===== config.mk =====
export PLATFORM = sky130hd
export DESIGN_NAME = multi_lane_serializer
export DESIGN_NICKNAME = d
export VERILOG_FILES = /design/src/rtl/multi_lane_serializer.sv
export SDC_FILE = /design/constraint.sdc
export NUM_CORES = 1
export LEC_CHECK = 0
export CORE_ASPECT_RATIO = 1.25
export CORE_MARGIN = 2
export CORE_UTILIZATION = 25
export CTS_CLUSTER_SIZE = 30
export DETAILED_ROUTE_END_ITERATION = 10
export DONT_BUFFER_PORTS = 1
export GPL_TIMING_DRIVEN = 1
export HOLD_SLACK_MARGIN = 0.02
export PLACE_DENSITY = 0.41
export SLEW_MARGIN = 20
export SYNTH_ARGS = -nofsm -noshare
export SYNTH_HDL_FRONTEND = slang
export SYNTH_SLANG_ARGS = --single-unit
export TNS_END_PERCENT = 20

===== constraint.sdc =====
create_clock -name clk_i -period 4.8 [get_ports clk_i]
set_input_delay 0.96 -clock clk_i [delete_from_list [all_inputs] [get_ports clk_i]]
set_output_delay 0.96 -clock clk_i [all_outputs]
set_load 0.01 [all_outputs]

===== src/rtl/multi_lane_serializer.sv =====
// Lockstep N:1 serializer for LANES parallel words with a one-word holding buffer.
// A valid/ready handshake lets words stream back-to-back with no idle cycles.
module multi_lane_serializer #(
   parameter int unsigned DATA_W    = 16,
   parameter int unsigned LANES     = 1,
   parameter bit          MSB_FIRST = 1'b1,
   parameter logic        IDLE_VAL  = 1'b0
) (
   input  logic                    clk_i,
   input  logic                    reset_ni,
   input  logic [LANES*DATA_W-1:0] data_i,
   input  logic                    valid_i,
   output logic                    ready_o,
   output logic [LANES-1:0]        data_o,
   output logic                    frame_o,
   output logic                    busy_o
);

   localparam int unsigned      CNT_W   = $clog2(DATA_W);
   localparam logic [CNT_W-1:0] CNT_MAX = CNT_W'(DATA_W - 1);

   typedef enum logic {StIdle, StShift} state_e;

   state_e                       state_q, state_d;
   logic [CNT_W-1:0]             cnt_q, cnt_d;
   logic [LANES-1:0][DATA_W-1:0] sr_q, sr_d;
   logic [LANES*DATA_W-1:0]      hold_q, hold_d;
   logic                         hold_valid_q, hold_valid_d;
   logic                         last_bit;
   logic                         accept;
   logic [CNT_W-1:0]             bit_idx;

   // ready depends on registered state only, never on valid_i
   always_comb begin
      last_bit = (state_q == StShift) && (cnt_q == CNT_MAX);
      ready_o  = !hold_valid_q || last_bit;
      accept   = valid_i && ready_o;
   end

   always_comb begin
      state_d      = state_q;
      cnt_d        = cnt_q;
      sr_d         = sr_q;
      hold_d       = hold_q;
      hold_valid_d = hold_valid_q;
      unique case (state_q)
         StIdle: begin
            if (accept) begin
               sr_d    = data_i;
               cnt_d   = '0;
               state_d = StShift;
            end
         end
         StShift: begin
            if (!last_bit) begin
               cnt_d = cnt_q + 1'b1;
               if (accept) begin
                  hold_d       = data_i;
                  hold_valid_d = 1'b1;
               end
            end else if (hold_valid_q) begin
               sr_d  = hold_q;
               cnt_d = '0;
               if (valid_i) begin
                  hold_d = data_i;
               end else begin
                  hold_valid_d = 1'b0;
               end
            end else if (accept) begin
               // Bypass the empty holding buffer so the stream stays gapless
               sr_d  = data_i;
               cnt_d = '0;
            end else begin
               state_d = StIdle;
               cnt_d   = '0;
            end
         end
      endcase
   end

   always_ff @(posedge clk_i or negedge reset_ni) begin
      if (!reset_ni) begin
         state_q      <= StIdle;
         cnt_q        <= '0;
         sr_q         <= '0;
         hold_q       <= '0;
         hold_valid_q <= 1'b0;
      end else begin
         state_q      <= state_d;
         cnt_q        <= cnt_d;
         sr_q         <= sr_d;
         hold_q       <= hold_d;
         hold_valid_q <= hold_valid_d;
      end
   end

   always_comb begin
      bit_idx = MSB_FIRST ? (CNT_MAX - cnt_q) : cnt_q;
      data_o  = {LANES{IDLE_VAL}};
      if (state_q == StShift) begin
         for (int unsigned l = 0; l < LANES; l++) begin
            data_o[l] = sr_q[l][bit_idx];
         end
      end
      frame_o = (state_q == StShift) && (cnt_q == '0);
      busy_o  = (state_q == StShift) || hold_valid_q;
   end

endmodule


======== Word level (Yosys, flattened, before mapping) ========
Cells that the tools add are included.
Widths: inputs -> output; s select.
storage, ports and cells
  output and inout bits ................... 4
  logic and storage cells ................. 46
  register bits ........................... 38
  input port bits ......................... 19
operators by class
  multiplexer cells ....................... 22
  bitwise operators ....................... 1
  equality and inequality tests ........... 5
  reduce and logical (&&, ||, !) cells .... 10
  $add $sub $neg .......................... 2
  $lt $le $gt $ge ......................... 1
operator list
  kind                 count
  $mux 16              7
  $pmux 16 s2          1
  $mux 1               9
  $mux 4               2
  $pmux 4 s2           1
  $ne 2x2->1 const B   3
  $lt 4x5->1 const B   1
  $add 4x1->4 const B  1
  $bmux 1 s4           1
  $eq 4x4->1 const B   1
  $logic_not 4->1      1
  $reduce_and 4->1     1
  $sub 4x4->4 const A  1
  $logic_and 1x1->1    3
  $logic_or 1x1->1     2
  $ne 2x1->1 const B   1
  $pmux 1 s2           1
  $reduce_and 2->1     1
  $reduce_bool 2->1    1
  $logic_not 1->1      1
  $not 1->1            1

======== Longest topological paths before layout ========
  depth in word-level cells ............... 8
  depth in mapped cells ................... 7
  depth with buffers taken out ............ 5

======== Least setup slack after synthesis ========
No wires, ideal clock.
  path type ............................... register to output
  from .................................... register cnt_q[0]
  to ...................................... output data_o
  buffers on the path ..................... 1
  slack ................................... 2376 ps
  cell stages (with the launch flop) ...... 6
  arrival time ............................ 1464 ps
  path through ............................ dfrtp_1 > buf_2 > mux4_2 > nand2_1 > nand2_1 > a32o_1
between the ends
  word-level cells in the longest chain between the ends .. 4
RTL lines
  what                          RTL line  text
  start, declared               25        logic [CNT_W-1:0] cnt_q, cnt_d;
  start signal, assigned        90        cnt_q <= cnt_d;
  $sub 4x4->4                   98        bit_idx = MSB_FIRST ? (CNT_MAX - cnt_q) : cnt_q;
  $bmux 1 s4                    102       data_o[l] = sr_q[l][bit_idx];
  $mux 1 (not written as such)  102
  $mux 1                        100       if (state_q == StShift) begin
  end, declared                 14        output logic [LANES-1:0] data_o,
Every way passes these cells. The select of a mux whose other input is x is not followed.

======== Worst setup path after layout ========
Same ends and word-level chain as after synthesis.

==> flow_metrics.py <==
metrics = {
    "run_status": {
        "status": "completed",
    },
    "global_routing": {
        "grt-ovfl-total": 0,
        "grtUsageTotal_pct": 10.6,
        "grt_max_degree": 39,
        "top_usage_layer": "met2",
        "antenna_found_initial": 0,
        "grt_pass1_wl_um": 6490,
        "grt_util_met1_pct": 12.5,
        "grtUsageMet3_pct": 3.11,
        "grt_use_met2_pct": 17.6,
        "grt_pass1_vias": 1326,
    },
    "cells_and_area": {
        "multi_input_area_um2": 776,
        "nets": 174,
        "drive_gt1_share_pct": 19.5,
        "insertedDiodeCount": 0,
        "area_delta_synth_final_pct": 7.93,
        "seq_area_um2": 951,
        "final_cell_area_mm2": 0.00194,
        "final_util_pct": 27.8,
        "fillCellCount": 755,
    },
    "route": {
        "wl_per_cell_um": 15.2,
        "drc": 0,
        "drt_iter0_markers": 23,
        "wl_um": 3700,
        "postRouteAntennaNets": 0,
        "vias": 1163,
        "via_per_inst": 4.77,
        "drtPass1Iterations": 3,
    },
    "clock_network": {
        "clkTransAtPathRegs_ns": 0.08,
        "post_cts_buffers": 0,
        "clk_latency_ns": 0.29,
        "holdBufCountCts": 0,
        "cts.sinks": 38,
        "cts_inserted_buffers": 5,
        "cts_root_buf": "clkbuf_8",
        "clock_path_buffers": 2,
        "htree_num_levels": 2,
        "ctsResizeCount": 0,
        "cts_tree": "done",
    },
    "synthesis": {
        "synth_edf_count": 0,
        "synth_area_mm2": 0.00180,
        "yosys_warnings": 0,
        "synth_top_family_by_area": "multiplexers",
        "ys_seq_elements": 38,
        "synthCells": 157,
        "synth-simple-area-share_pct": 9.81,
        "synthXorXnorAreaFrac_pct": 0.487,
        "synthArstFlopShare_pct": 100,
        "synth_compound_area_share_pct": 14.8,
        "synth_seq_area_share_pct": 52.9,
        "synth.avg_cell_area_um2": 11.5,
        "yosys-mux-area-fraction_pct": 16.7,
        "synth_flop_cell": "dfrtp_1",
        "yosysUniqueCellTypes": 31,
        "synth_nets": 178,
        "synth_fa_ha_area_share_pct": 1.39,
    },
    "timing": {
        "maxSlewHeadroom_pct": 34.3,
        "slew_viol_final": 0,
        "hold_viol_final": 0,
        "grt_setup_unrepaired": "false",
        "fmax_mhz": 348,
        "worst_hold_slack_ns": 0.360,
        "finalCritPeriodShare_pct": 59.9,
        "setup_tns_ns": 0,
        "fin_skew_ns": 0.00564,
        "setup_viol": 0,
        "period_minus_slack_ns": 2.87,
        "worst_pin_slew_ns": 0.986,
    },
    "floorplanning": {
        "die_h_um": 98.8,
        "ioPinCount": 23,
        "initial_core_util_pct": 25.8,
        "core-area_mm2": 0.00698,
        "die_w_um": 79.9,
        "rows": 34,
        "die_area_mm2": 0.00789,
    },
    "min_path": {
        "hold_path_class": "input pin to async pin",
    },
    "setup_path": {
        "path_buf_inv": 0,
        "slowest_stage": "dfrtp_1",
        "critPathCaptureType": "output port",
        "critPathLaunchType": "flop",
        "r2r_cells": 5,
        "cp.required_ns": 3.84,
        "crit_fanout": 12,
        "path_cells": "mux4_2 > nand2_1 > nand2_1 > a32o_1",
        "path_delay_family": "flip-flops",
        "cp.arrival_ns": 1.91,
        "cp_common_cell": "nand2_1",
        "crit_cells": 4,
        "slowest_delay_ns": 0.63,
        "crit_type": "flop to output port",
    },
    "power_and_ir_drop": {
        "peakVddDrop_mv": 0.199,
        "totalPowerFinal_mw": 1.38,
        "p_leak_nw": 0.791,
        "power_density_mw_per_mm2": 713,
    },
    "job": {
        "max_cap_viol_count": 0,
    },
    "place": {
        "portBuffers": 0,
        "hpwl_um": 2570,
        "gp_congestion": 0.725,
        "placed_area_mm2": 0.00185,
    },
}
## stage by stage
| step | instances | setup WS [ns] |
|---|---|---|
| CTS | 244 | 1.90 |
| detailed placement | 236 | 2.18 |
| floorplan | 157 | 2.38 |
| global placement | 236 | 2.23 |
| global route | 244 | 1.81 |
| finish | 244 | 1.93 |
## Yosys cell counts (all sizes together), types with 2 or more instances
master	count	area [µm²]
mux2i	3	30.0
nand2	7	26.3
a31oi	2	12.5
nor2b	2	12.5
dfrtp	38	951
mux4	2	45.0
mux2	17	225
a21oi	19	95.1
buf	6	41.3
ha	2	25.0
nand3	4	25.0
inv	3	11.3
clkbuf	5	18.8
o22ai	16	100
a2111oi	2	17.5
a32o	2	20.0
nor2	16	60.1
nand4	2	12.5
## flip-flops by register name, summed over array words and instances (netlist names)
signal and cells:
state_q 1, hold_q 16, cnt_q 4, hold_valid_q 1
sr_q 16
## placed cells by master (no fill, tap or decap)
master       n
clkinv_4     1
and2_1       1
a21o_1       1
nor2b_1      2
inv_1        3
o22ai_1     16
clkinv_2     1
nand2_1      7
mux2_2       8
a32o_1       2
clkbuf_8     5
ha_1         2
a22oi_2      1
nor2_1      16
clkinvlp_4   1
mux2i_1      3
mux4_2       2
mux2_4       9
nand3_1      3
nand2b_1     1
nor4bb_1     1
a2111oi_0    2
a31oi_1      2
dfrtp_1     38
xor2_1       1
a21oi_1     19
nand4_1      2
and3_1       1
nand3_2      1
nor3_1       1
or2_2        1
## worst reg2reg max path, cell delays in order, from the launching register on
cell     delay [ns]
dfrtp_1        0.63
ha_1           0.30
nand3_2        0.15
xor2_1         0.16
and3_1         0.82
mux2_2         0.42
## where the power goes
group / leakage [nW] / internal, mW / switching [mW] / total [mW]
Clock: 0.0441 / 0.102 / 0.117 / 0.219
Sequential: 0.434 / 0.483 / 0.134 / 0.617
Combinational: 0.313 / 0.296 / 0.252 / 0.548
## worst paths after layout
kind | startpoint | to | slack (ns)
max in group asynchronous | reset_ni | sr_q[14] | 4.36
worst min-delay path | reset_ni | sr_q[1] | 0.36
min in group clk_i | hold_q[0] | hold_q[0] | 0.51
worst min register to register | hold_q[0] | hold_q[0] | 0.51
worst max-delay path | cnt_q[0] | data_o | 1.93
worst max register to register | cnt_q[0] | hold_q[0] | 2.20
## area by class of cell
| cell class | count | share of cell area, % |
|---|---|---|
| inverter | 3 | 0.580 |
| sequential | 38 | 49.0 |
| clock buffer | 5 | 3.55 |
| tap | 90 | 5.80 |
| clock inverter | 3 | 1.10 |
| multi-input combinational | 105 | 40.0 |
## per-layer routing
layer	share of wire (%)	up-vias	routed length, µm
li1	-	564	-
met1	43	582	1580
met2	52	15	1910
met3	4.6	2	170
met4	1.1	0	40
met5	0	-	0
## kinds of logic after synthesis
group	count (synthesis)
simple gates	37
flops	38
buf+inv	14
mux	22
compound gates	43
xor+xnor	1
fa+ha+maj	2
Power figures use the tool's default switching activity.
